<file path="src/rtl/tdc_selftest_seq.sv">
// ============================================================================
// tdc_selftest_seq : start/stop test-pulse sequencer for the TDC self-test
// Rev 1.0
// ============================================================================
`default_nettype none

module tdc_selftest_seq #(
    parameter int unsigned INIT_DLY = 800000,
    parameter int unsigned TIMEOUT  = 4095,
    parameter int unsigned GAP_W    = 16
) (
    input  logic             clk,
    input  logic             reset_n,
    input  logic             start_cmd,
    input  logic             abort,
    input  logic [7:0]       num_pairs,
    input  logic [GAP_W-1:0] gap,
    input  logic [15:0]      period,
    input  logic             meas_done,
    output logic             tst_start_pulse,
    output logic             tst_stop_pulse,
    output logic             testing,
    output logic             done,
    output logic             err_timeout,
    output logic [7:0]       pair_cnt
);

    // One shared counter serves every timed state; it only ever counts up to
    // the limit of the state it is in, so it never wraps.
    localparam int unsigned CNT_W = (GAP_W > 20) ? GAP_W : 20;
    localparam logic [CNT_W-1:0] ARM_LAST = (INIT_DLY == 0) ? '0 : CNT_W'(INIT_DLY - 1);
    localparam logic [CNT_W-1:0] TO_LAST  = (TIMEOUT == 0)  ? '0 : CNT_W'(TIMEOUT - 1);

    typedef enum logic [2:0] {
        ST_IDLE   = 3'd0,
        ST_ARM    = 3'd1,
        ST_START  = 3'd2,
        ST_GAP    = 3'd3,
        ST_STOP   = 3'd4,
        ST_WAIT   = 3'd5,
        ST_PERIOD = 3'd6,
        ST_FINISH = 3'd7
    } state_t;

    state_t           state_q, state_d;
    logic [CNT_W-1:0] cnt_q, cnt_d;
    logic [7:0]       num_q, num_d;
    logic [GAP_W-1:0] gap_q, gap_d;
    logic [15:0]      period_q, period_d;
    logic             start_q, start_d;
    logic             stop_q, stop_d;
    logic             testing_q, testing_d;
    logic             done_q, done_d;
    logic             err_q, err_d;
    logic [7:0]       pair_q, pair_d;

    logic [CNT_W-1:0] gap_last;
    logic [CNT_W-1:0] period_last;
    logic [7:0]       pair_inc;

    assign gap_last    = CNT_W'(gap_q - GAP_W'(1));
    assign period_last = CNT_W'(period_q - 16'd1);
    assign pair_inc    = pair_q + 8'd1;

    always_comb begin
        state_d   = state_q;
        cnt_d     = cnt_q;
        num_d     = num_q;
        gap_d     = gap_q;
        period_d  = period_q;
        start_d   = 1'b0;
        stop_d    = 1'b0;
        testing_d = testing_q;
        done_d    = 1'b0;
        err_d     = err_q;
        pair_d    = pair_q;

        if (abort && (state_q != ST_IDLE)) begin
            state_d   = ST_IDLE;
            testing_d = 1'b0;
        end else begin
            case (state_q)
                ST_IDLE: begin
                    if (start_cmd && !abort) begin
                        num_d     = num_pairs;
                        gap_d     = (gap == '0) ? GAP_W'(1) : gap;
                        period_d  = period;
                        pair_d    = 8'd0;
                        err_d     = 1'b0;
                        testing_d = 1'b1;
                        cnt_d     = '0;
                        if (num_pairs == 8'd0) begin
                            state_d = ST_FINISH;
                            done_d  = 1'b1;
                        end else if (INIT_DLY == 0) begin
                            state_d = ST_START;
                            start_d = 1'b1;
                        end else begin
                            state_d = ST_ARM;
                        end
                    end
                end
                ST_ARM: begin
                    if (cnt_q == ARM_LAST) begin
                        state_d = ST_START;
                        start_d = 1'b1;
                    end else begin
                        cnt_d = cnt_q + CNT_W'(1);
                    end
                end
                ST_START: begin
                    cnt_d = CNT_W'(1);
                    if (gap_q == GAP_W'(1)) begin
                        state_d = ST_STOP;
                        stop_d  = 1'b1;
                    end else begin
                        state_d = ST_GAP;
                    end
                end
                ST_GAP: begin
                    if (cnt_q == gap_last) begin
                        state_d = ST_STOP;
                        stop_d  = 1'b1;
                    end else begin
                        cnt_d = cnt_q + CNT_W'(1);
                    end
                end
                ST_STOP: begin
                    state_d = ST_WAIT;
                    cnt_d   = '0;
                end
                ST_WAIT: begin
                    // A measurement arriving on the timeout cycle still counts.
                    if (meas_done) begin
                        pair_d = pair_inc;
                        cnt_d  = '0;
                        if (pair_inc == num_q) begin
                            state_d = ST_FINISH;
                            done_d  = 1'b1;
                        end else if (period_q == 16'd0) begin
                            state_d = ST_START;
                            start_d = 1'b1;
                        end else begin
                            state_d = ST_PERIOD;
                        end
                    end else if (cnt_q == TO_LAST) begin
                        state_d = ST_FINISH;
                        done_d  = 1'b1;
                        err_d   = 1'b1;
                    end else begin
                        cnt_d = cnt_q + CNT_W'(1);
                    end
                end
                ST_PERIOD: begin
                    if (cnt_q == period_last) begin
                        state_d = ST_START;
                        start_d = 1'b1;
                    end else begin
                        cnt_d = cnt_q + CNT_W'(1);
                    end
                end
                ST_FINISH: begin
                    state_d   = ST_IDLE;
                    testing_d = 1'b0;
                end
                default: begin
                    state_d   = ST_IDLE;
                    testing_d = 1'b0;
                end
            endcase
        end
    end

    always_ff @(posedge clk or negedge reset_n) begin
        if (!reset_n) begin
            state_q   <= ST_IDLE;
            cnt_q     <= '0;
            num_q     <= '0;
            gap_q     <= '0;
            period_q  <= '0;
            start_q   <= 1'b0;
            stop_q    <= 1'b0;
            testing_q <= 1'b0;
            done_q    <= 1'b0;
            err_q     <= 1'b0;
            pair_q    <= '0;
        end else begin
            state_q   <= state_d;
            cnt_q     <= cnt_d;
            num_q     <= num_d;
            gap_q     <= gap_d;
            period_q  <= period_d;
            start_q   <= start_d;
            stop_q    <= stop_d;
            testing_q <= testing_d;
            done_q    <= done_d;
            err_q     <= err_d;
            pair_q    <= pair_d;
        end
    end

    assign tst_start_pulse = start_q;
    assign tst_stop_pulse  = stop_q;
    assign testing         = testing_q;
    assign done            = done_q;
    assign err_timeout     = err_q;
    assign pair_cnt        = pair_q;

endmodule

`default_nettype wire

</file>
<file path="config.mk">
export PLATFORM = sky130hd
export DESIGN_NAME = tdc_selftest_seq
export DESIGN_NICKNAME = d
export VERILOG_FILES = /design/src/rtl/tdc_selftest_seq.sv
export SDC_FILE = /design/constraint.sdc
export NUM_CORES = 1
export LEC_CHECK = 0
export CORE_ASPECT_RATIO = 0.8
export CORE_MARGIN = 10
export CORE_UTILIZATION = 25
export DETAILED_ROUTE_END_ITERATION = 7
export PLACE_DENSITY = 0.45
export SYNTH_ARGS = -nofsm -noshare
export SYNTH_HDL_FRONTEND = slang
export SYNTH_SLANG_ARGS = --single-unit
</file>
<file path="constraint.sdc">
create_clock -name clk -period 9.6 [get_ports clk]
set_input_delay 0.96 -clock clk [delete_from_list [all_inputs] [get_ports clk]]
set_output_delay 0.96 -clock clk [all_outputs]
set_load 0.02 [all_outputs]
</file>
==> results of run 1 <==
-- worst paths after layout --
path | slack [ns] | cells past startpoint | to | start
max | 5.71 | 11 | cnt_q[2]$_DFFE_PN0P_ | gap_q[0]$_DFFE_PN0P_
min | 0.52 | 1 | cnt_q[19]$_DFFE_PN0P_ | cnt_q[19]$_DFFE_PN0P_
max reg2reg | 5.71 | 11 | cnt_q[2]$_DFFE_PN0P_ | gap_q[0]$_DFFE_PN0P_
min reg2reg | 0.52 | 1 | cnt_q[19]$_DFFE_PN0P_ | cnt_q[19]$_DFFE_PN0P_
max in group asynchronous | 8.14 | 1 | cnt_q[4]$_DFFE_PN0P_ | reset_n
min in group asynchronous | 0.75 | 1 | gap_q[6]$_DFFE_PN0P_ | reset_n
-- worst reg2reg max path, cell delays in order, from the launching register on --
cell      delay [ns]
dfrtp_1         0.44
inv_1           0.11
ha_1            0.33
nor3b_1         0.38
nand3_1         0.23
or3b_1          0.41
a211oi_1        0.24
nor3_1          0.12
o41ai_4         0.35
buf_4           0.32
or3_1           0.63
o22ai_1         0.19
-- power by group through the flow --
stage / sequential, mW / clock (mW) / combinational [mW]
2_1_floorplan: 0.526 / 0 / 0.567
3_3_place_gp: 0.611 / 0 / 0.659
3_5_place_dp: 0.613 / 0 / 0.664
4_1_cts: 0.608 / 0.321 / 0.669
5_1_grt: 0.634 / 0.332 / 0.740
6_report: 0.612 / 0.309 / 0.668
-- metal layers --
layer  GRT usage  part of all wire
met2       0.154              0.42
met4      0.0386             0.015
met3      0.0339             0.070
met5           0                 0
met1       0.161              0.50
-- layout by cell type, fill, tap and decap left out, types with 3 or more instances in the layout --
cell type	netlist	routed
a2111oi_0	3	3
a211oi_1	5	5
a21oi_1	9	9
a22oi_1	4	4
a31o_2	3	3
a31oi_1	8	8
and3_1	11	11
buf_4	2	4
clkbuf_16	0	9
clkdlybuf4s50_1	0	56
clkinv_2	0	5
dfrtp_1	76	76
ha_1	6	6
inv_1	16	16
mux2_2	41	41
mux2i_1	5	5
nand2_1	40	39
nand2b_1	6	6
nand3_1	31	31
nand4_1	11	11
nor2_1	34	34
nor2b_1	5	5
nor3_1	20	20
nor3b_1	4	4
nor4_1	15	15
nor4b_1	5	5
o21ai_0	22	22
o21ai_1	4	4
o22ai_1	3	3
o31ai_1	27	27
o41ai_1	6	6
or2_2	4	4
or3_1	5	5
or4_1	5	5
xnor2_1	35	35
xor2_1	19	19
-- final cells by class --
cell class	instances	area, sq um	share of cell area
Multi-Input combinational cell	436	3100	0.496
Sequential cell	76	1900	0.304
Timing Repair Buffer	60	591	0.0945
Tap cell	269	337	0.0539
Clock buffer	9	225	0.0360
Inverter	16	60.1	0.00961
Clock inverter	6	32.5	0.00521
-- kinds of logic after synthesis --
| kind of cell | count (synthesis) | synth area share |
|---|---|---|
| flops | 76 | 0.363 |
| simple gates | 213 | 0.224 |
| xor+xnor | 56 | 0.0990 |
| buf+inv | 56 | 0.0440 |
| mux | 46 | 0.0978 |
| compound gates | 115 | 0.157 |
| fa+ha+maj | 6 | 0.0143 |
-- sequential cells by signal, indices dropped and copies added, names as in the netlist --
signal and count:
cnt_q 20, pair_cnt 8, num_q 8, state_q 3
gap_q 16, testing 1, tst_start_pulse 1, tst_stop_pulse 1
period_q 16, done 1, err_timeout 1
==> impl_metrics.yaml, run 1 <==
clock_tree:
  holdBufCountCts: 0
  numCtsBuffers: 9
  cts.sinks: 76
  clockBufferDepth: 2
  clk_pin_slew_worst_paths_ns: 0.06
  htreeDepth: 3
  post-cts-setup-buffer-count: 0
  cts_resized: 0
  clock-root-buffer: "clkbuf_16"
  cts_tree: "done"
  clock_latency_ns: 0.35
final_layout:
  nets: 650
  antenna_cells: 0
  final_cells: 872
  num-fill-cells: 2120
  postLayoutCellArea_sq_mm: 0.00625
  final_core_util: 0.303
  drive_gt1_frac: 0.126
  area_growth_syn_to_layout_pct: 19.4
power:
  p_per_area_mw_per_mm2: 254
  fin_total_pwr_mw: 1.59
  p_sw_frac: 0.416
  sequentialPowerShare: 0.385
  internal_power_mw: 0.928
  p_sw_mw: 0.662
  combPwrFrac: 0.420
  peakVddDrop_v: 0.0000911
  p_leak_nw: 2.44
  clkPwrFrac: 0.195
route:
  final_antenna_net_count: 0
  wl_per_cell_um: 17.7
  viasPerCell: 5.20
  drc: 0
  drt-total-wl_um: 15400
  vias: 4536
  drtIter0Drc: 431
  drt_first_pass_iters: 5
setup_path:
  cp.arrival_ns: 4.09
  crit_type: "reg -> reg"
  start_kind: "register"
  max_stage_delay_ns: 0.62
  cp_top_family: "simple AND/OR/NAND/NOR gates"
  cp_cell_sequence: "inv_1, ha_1, nor3b_1, nand3_1, or3b_1, a211oi_1, nor3_1, o41ai_4, buf_4, or3_1, o22ai_1"
  end_kind: "register"
  critPathMaxFanout: 22
  slowest_stage: "or3_1"
  critPathBufInv: 2
  required_ns: 9.80
yosys:
  synth_area_leaders: "dfrtp_1, mux2_2, xnor2_1, o31ai_1, xor2_1"
  yosysSeqAreaShare: 0.363
  yosysMostFrequentCell: "dfrtp_1"
  synth_top_cell_by_area: "dfrtp_1"
  async_flop_share: 1.00
  synth.distinct_cells: 66
  synth_warnings: 0
  netlist_top_cells_count: "dfrtp_1, mux2_2, nand2_1, xnor2_1, nor2_1"
  postSynthCellCount: 568
  synth_edf_count: 0
  syn-cell-area_sq_mm: 0.00523
  syn_nets: 619
  synth_top_area_share: 0.363
  yosys_register_bits: 76
  avgSynthCellArea_sq_um: 9.21
  synth-main-ff-cell: "dfrtp_1"
global_routing:
  grt.total_usage: 0.112
  antenna_found_initial: 0
  overflow: 0
  grt_pass1_vias: 4312
  grt_pass1_wl_um: 24600
  grt_start_max_net_pins: 77
flow_run:
  drv_cap: 0
floorplan:
  start_util: 0.254
  dieWidth_um: 182
  rows: 47
  die_height_um: 149
  die_area_sq_mm: 0.0272
  core-area_sq_mm: 0.0206
  ios: 58
timing:
  final-hold-violation-count: 0
  setup_viol: 0
  skew_ns: 0.00727
  timing.final.ws_setup_ns: 5.71
  tns_ns: 0
  clock.fmax_ghz: 0.257
  drv_slew: 0
  tightest_slew_ns: 1.09
  hold_slack_ns: 0.520
  slew_headroom: 0.274
  final.period_utilization: 0.405
  finalCriticalPeriod_ns: 3.89
  rsz0062_at_grt: "no"
place:
  place_area_sq_mm: 0.00599
  dp_cells: 857
  gp_congestion: 0.841
  place_ws_ns: 5.75
  io_buffer_count: 57
  dp_hpwl_um: 11400
run_status:
  outcome: "finished, final reports clean"
min_path:
  worstHoldPathType: "reg -> reg"
Power figures use the tool's default switching activity.
==> inputs of run 2 (changes only) <==
clock period = 4 ns   (was 9.6 ns; I/O delays follow)
==> run 2 against run 1 <==
Critical path depth unchanged. Clock skew decreased by 0.00081 ns. Critical path type unchanged. Cell count increased by 1.7%. Combinational power increased by 150%. Sequential power increased by 140%. Sequential share of layout area decreased by 0.82 points. Core utilization increased by 0.84 points. Cell area increased by 2.8%. Worst setup slack got worse by 5.2 ns. Power increased to 2.5 times the previous value. Non-clock buffer count increased by 14.
==> impl_metrics.yaml, run 2 (synthesized netlist as in run 1, its figures left out) <==
final_layout:
  area_growth_syn_to_layout_pct: 22.8
  top_register: "cnt_q"
  postLayoutCellArea_sq_mm: 0.00642
  mostFrequentLayoutCells: "dfrtp_1, clkdlybuf4s50_1, mux2_2"
  multi_input_area_sq_mm: 0.00310
  final_common_cell: "dfrtp_1"
  antenna_cells: 0
  regArea_sq_mm: 0.00190
  nets: 664
  reg_top3: "cnt_q: 20 flops, gap_q: 16 flops, period_q: 16 flops"
  drive_gt1_frac: 0.147
  largest_register_ffs: 20
  num-fill-cells: 2124
clock_tree:
  clock_latency_ns: 0.35
  cts.sinks: 76
  numCtsBuffers: 9
  clk_pin_slew_worst_paths_ns: 0.06
  clock-root-buffer: "clkbuf_16"
  cts_tree: "done"
  holdBufCountCts: 0
  clockBufferDepth: 2
  post-cts-setup-buffer-count: 0
  cts_resized: 0
  htreeDepth: 3
global_routing:
  grt_start_max_net_pins: 77
  antenna_found_initial: 0
  grt.total_usage: 0.116
  grt_pass1_vias: 4408
  grt_pass1_wl_um: 25300
  overflow: 0
power:
  p_leak_nw: 2.53
  clkPwrFrac: 0.227
  p_sw_frac: 0.402
  sequentialPowerShare: 0.365
  p_per_area_mw_per_mm2: 625
  peakVddDrop_v: 0.000299
  combPwrFrac: 0.408
  internal_power_mw: 2.40
  p_sw_mw: 1.61
route:
  viasPerCell: 5.14
  final_antenna_net_count: 0
  wl_per_cell_um: 17.9
  drt-total-wl_um: 15900
  drc: 0
  vias: 4557
  drt_first_pass_iters: 5
  drtIter0Drc: 346
setup_path:
  critPathMaxFanout: 10
  cp.arrival_ns: 3.76
  crit_type: "reg -> reg"
  required_ns: 4.24
  end_kind: "register"
  start_kind: "register"
timing:
  clock.fmax_ghz: 0.284
  final.period_utilization: 0.880
  tns_ns: 0
  drv_slew: 0
  final-hold-violation-count: 0
  finalCriticalPeriod_ns: 3.52
  skew_ns: 0.00646
  tightest_slew_ns: 1.06
  setup_viol: 0
  hold_slack_ns: 0.232
  slew_headroom: 0.295
  rsz0062_at_grt: "no"
flow_run:
  drv_cap: 0
min_path:
  worstHoldPathType: "in -> async"
place:
  gp_congestion: 0.840
  place_area_sq_mm: 0.00610
  io_buffer_count: 57
  dp_hpwl_um: 11800
floorplan:
  die_height_um: 149
  rows: 47
  die_area_sq_mm: 0.0272
  core-area_sq_mm: 0.0206
  start_util: 0.254
  dieWidth_um: 182
  ios: 58
run_status:
  outcome: "finished, final reports clean"
-- run 2: cell count changes in the layout (fill, tap and decap cells not counted), sizes merged --
| cell | change |
|---|---|
| buf | +14 |
| bufinv | +2 |
| clkbuf | +1 |
| clkinv | -4 |
| clkinvlp | +2 |
-- run 2: power by group through the flow --
stage	registers, mW	logic [mW]	clock network (mW)
floorplan	1.26	1.36	0
global placement	1.46	1.60	0
detailed placement	1.47	1.62	0
CTS	1.46	1.64	0.938
global route	1.52	1.82	0.973
finish	1.46	1.64	0.912
-- run 2: final timing paths --
kind / startpoint / depth (start not counted) / end / slack (ns)
worst max-delay path: period_q[0]$_DFFE_PN0P_ / 11 / cnt_q[3]$_DFFE_PN0P_ / 0.48
worst min-delay path: reset_n / 1 / gap_q[4]$_DFFE_PN0P_ / 0.23
worst max register to register: period_q[0]$_DFFE_PN0P_ / 11 / cnt_q[3]$_DFFE_PN0P_ / 0.48
worst min register to register: num_q[1]$_DFFE_PN0P_ / 1 / num_q[1]$_DFFE_PN0P_ / 0.53
max in group asynchronous: reset_n / 1 / period_q[4]$_DFFE_PN0P_ / 3.08
min in group clk: num_q[1]$_DFFE_PN0P_ / 1 / num_q[1]$_DFFE_PN0P_ / 0.53
-- run 2: final cells by class --
cell class / count / share of cell area
inverters: 16 / 0.00935
well taps: 269 / 0.0524
clock buffers: 10 / 0.0372
multi-input cells: 436 / 0.483
clock inverters: 6 / 0.0136
repair buffers: 74 / 0.108
flip-flops and latches: 76 / 0.296
-- run 2: layer usage --
layer / routed length, um / vias to the layer above / share of wire / GRT usage
met2: 6750 / 128 / 0.43 / 0.165
met1: 8090 / 2207 / 0.51 / 0.168
met5: 0 / - / 0 / 0
li1: - / 2206 / - / -
met3: 853 / 16 / 0.054 / 0.0303
met4: 182 / 0 / 0.011 / 0.0300
-- run 2: critical path: stages (launching register included) --
cell and delay (ns):
dfrtp_1 0.45, inv_1 0.09, ha_1 0.19, or3b_2 0.54
nor3_1 0.45, o21ai_0 0.14, a31oi_1 0.22, a211oi_1 0.15
a31o_2 0.30, or3_1 0.38, buf_4 0.20, o41ai_1 0.31
-- run 2: per-stage QoR --
stage	std cells	util	worst slack [ns]	power [mW]
after CTS	887	0.311	0.491	4.03
after global routing	887	0.311	0.218	4.31
final	887	0.311	0.478	4.01
after global placement	871	0.295	0.589	3.06
after floorplan	568	-	0.939	2.62
after detailed placement	871	0.295	0.524	3.09
==> inputs of run 3 (changes only) <==
SLEW_MARGIN = 20   (was default)
==> run 3 against run 2 <==
Register-to-register slack got worse by 0.02 ns. First-iteration DRC count up 3.8%. Sequential share of layout area about the same. Combinational power about the same. Via count is 0.35% lower. Core utilization about the same.
==> impl_metrics.yaml, run 3 (synthesized netlist as in run 1, its figures left out) <==
run_status:
  outcome: "finished, final reports clean"
floorplan:
  dieWidth_um: 182
  ios: 58
  start_util: 0.254
  core-area_sq_mm: 0.0206
  die_height_um: 149
  rows: 47
  die_area_sq_mm: 0.0272
timing:
  slew_headroom: 0.505
  finalCriticalPeriod_ns: 3.54
  setup_viol: 0
  timing.final.ws_setup_ns: 0.461
  tightest_slew_ns: 0.741
  final-hold-violation-count: 0
  final.period_utilization: 0.885
  skew_ns: 0.00747
  rsz0062_at_grt: "no"
  clock.fmax_ghz: 0.283
  tns_ns: 0
  drv_slew: 0
power:
  fin_total_pwr_mw: 4.01
  p_leak_nw: 2.53
  p_per_area_mw_per_mm2: 624
  peakVddDrop_v: 0.000301
final_layout:
  antenna_cells: 0
  drive_gt1_frac: 0.147
  mostFrequentLayoutCells: "dfrtp_1, clkdlybuf4s50_1, mux2_2"
  final_cells: 887
  nets: 664
  regArea_sq_mm: 0.00190
  num-fill-cells: 2124
  multi_input_area_sq_mm: 0.00310
  largest_register_ffs: 20
  top_register: "cnt_q"
  final_common_cell: "dfrtp_1"
  area_growth_syn_to_layout_pct: 22.8
  reg_top3: "cnt_q: 20 flops, gap_q: 16 flops, period_q: 16 flops"
min_path:
  worstHoldPathType: "in -> async"
setup_path:
  cp_top_family: "simple AND/OR/NAND/NOR gates"
  critPathBufInv: 2
  start_kind: "register"
  slowest_stage: "or3b_2"
  cp.arrival_ns: 3.78
  max_stage_delay_ns: 0.54
  critPathMaxFanout: 10
  crit_type: "reg -> reg"
  required_ns: 4.24
  end_kind: "register"
  cp_cell_sequence: "inv_1, ha_1, or3b_2, nor3_1, o21ai_0, a31oi_1, a211oi_1, a31o_2, or3_1, buf_4, o41ai_1"
global_routing:
  antenna_found_initial: 0
  grt_pass1_wl_um: 25300
  overflow: 0
  grt_pass1_vias: 4408
  grt.total_usage: 0.116
  grt_start_max_net_pins: 77
route:
  drt-total-wl_um: 15800
  wl_per_cell_um: 17.8
  final_antenna_net_count: 0
  vias: 4541
  drtIter0Drc: 359
  drc: 0
  viasPerCell: 5.12
  drt_first_pass_iters: 5
clock_tree:
  numCtsBuffers: 9
  clk_pin_slew_worst_paths_ns: 0.06
  post-cts-setup-buffer-count: 0
  clockBufferDepth: 2
  cts_tree: "done"
  holdBufCountCts: 0
  htreeDepth: 3
  cts_resized: 0
  clock-root-buffer: "clkbuf_16"
  cts.sinks: 76
  clock_latency_ns: 0.35
place:
  dp_cells: 871
  io_buffer_count: 57
  gp_congestion: 0.840
  place_ws_ns: 0.524
  dp_hpwl_um: 11800
flow_run:
  drv_cap: 0
## run 3: cell counts in the layout (fill, tap and decap cells not counted)
Identical to the previous run, type by type.
## run 3: power breakdown
group / switching, mW / total (mW) / internal [mW]
Clock: 0.351 / 0.913 / 0.562
Sequential: 0.448 / 1.46 / 1.01
Combinational: 0.810 / 1.63 / 0.823
## run 3: layer usage
layer,global-route usage,part of all wire
met2,0.165,0.43
met1,0.168,0.51
met5,0,0
met4,0.0300,0.011
met3,0.0303,0.050
## run 3: final cells by class
cell class	instances	share of cell area
inverters	16	0.00934
clock inverters	6	0.0136
clock buffers	10	0.0372
well taps	269	0.0524
multi-input cells	436	0.483
flip-flops and latches	76	0.296
repair buffers	74	0.109
## run 3: final timing paths
check	startpoint	endpoint	slack (ns)	depth (start not counted)
worst max register to register	period_q[0]$_DFFE_PN0P_	cnt_q[3]$_DFFE_PN0P_	0.46	11
worst min register to register	num_q[1]$_DFFE_PN0P_	num_q[1]$_DFFE_PN0P_	0.53	1
max in group asynchronous	reset_n	period_q[12]$_DFFE_PN0P_	3.40	1
worst max-delay path	period_q[0]$_DFFE_PN0P_	cnt_q[3]$_DFFE_PN0P_	0.46	11
min in group clk	num_q[1]$_DFFE_PN0P_	num_q[1]$_DFFE_PN0P_	0.53	1
worst min-delay path	reset_n	gap_q[4]$_DFFE_PN0P_	0.09	1
## run 3: stage by stage
step                area, sq um  utilization  hold WS (ns)
finish                     6430        0.311        0.0923
global route               6430        0.311         0.157
CTS                        6420        0.311         0.286
detailed placement         6100        0.295         0.520
global placement           6100        0.295         0.513
floorplan                  5230            -         0.104
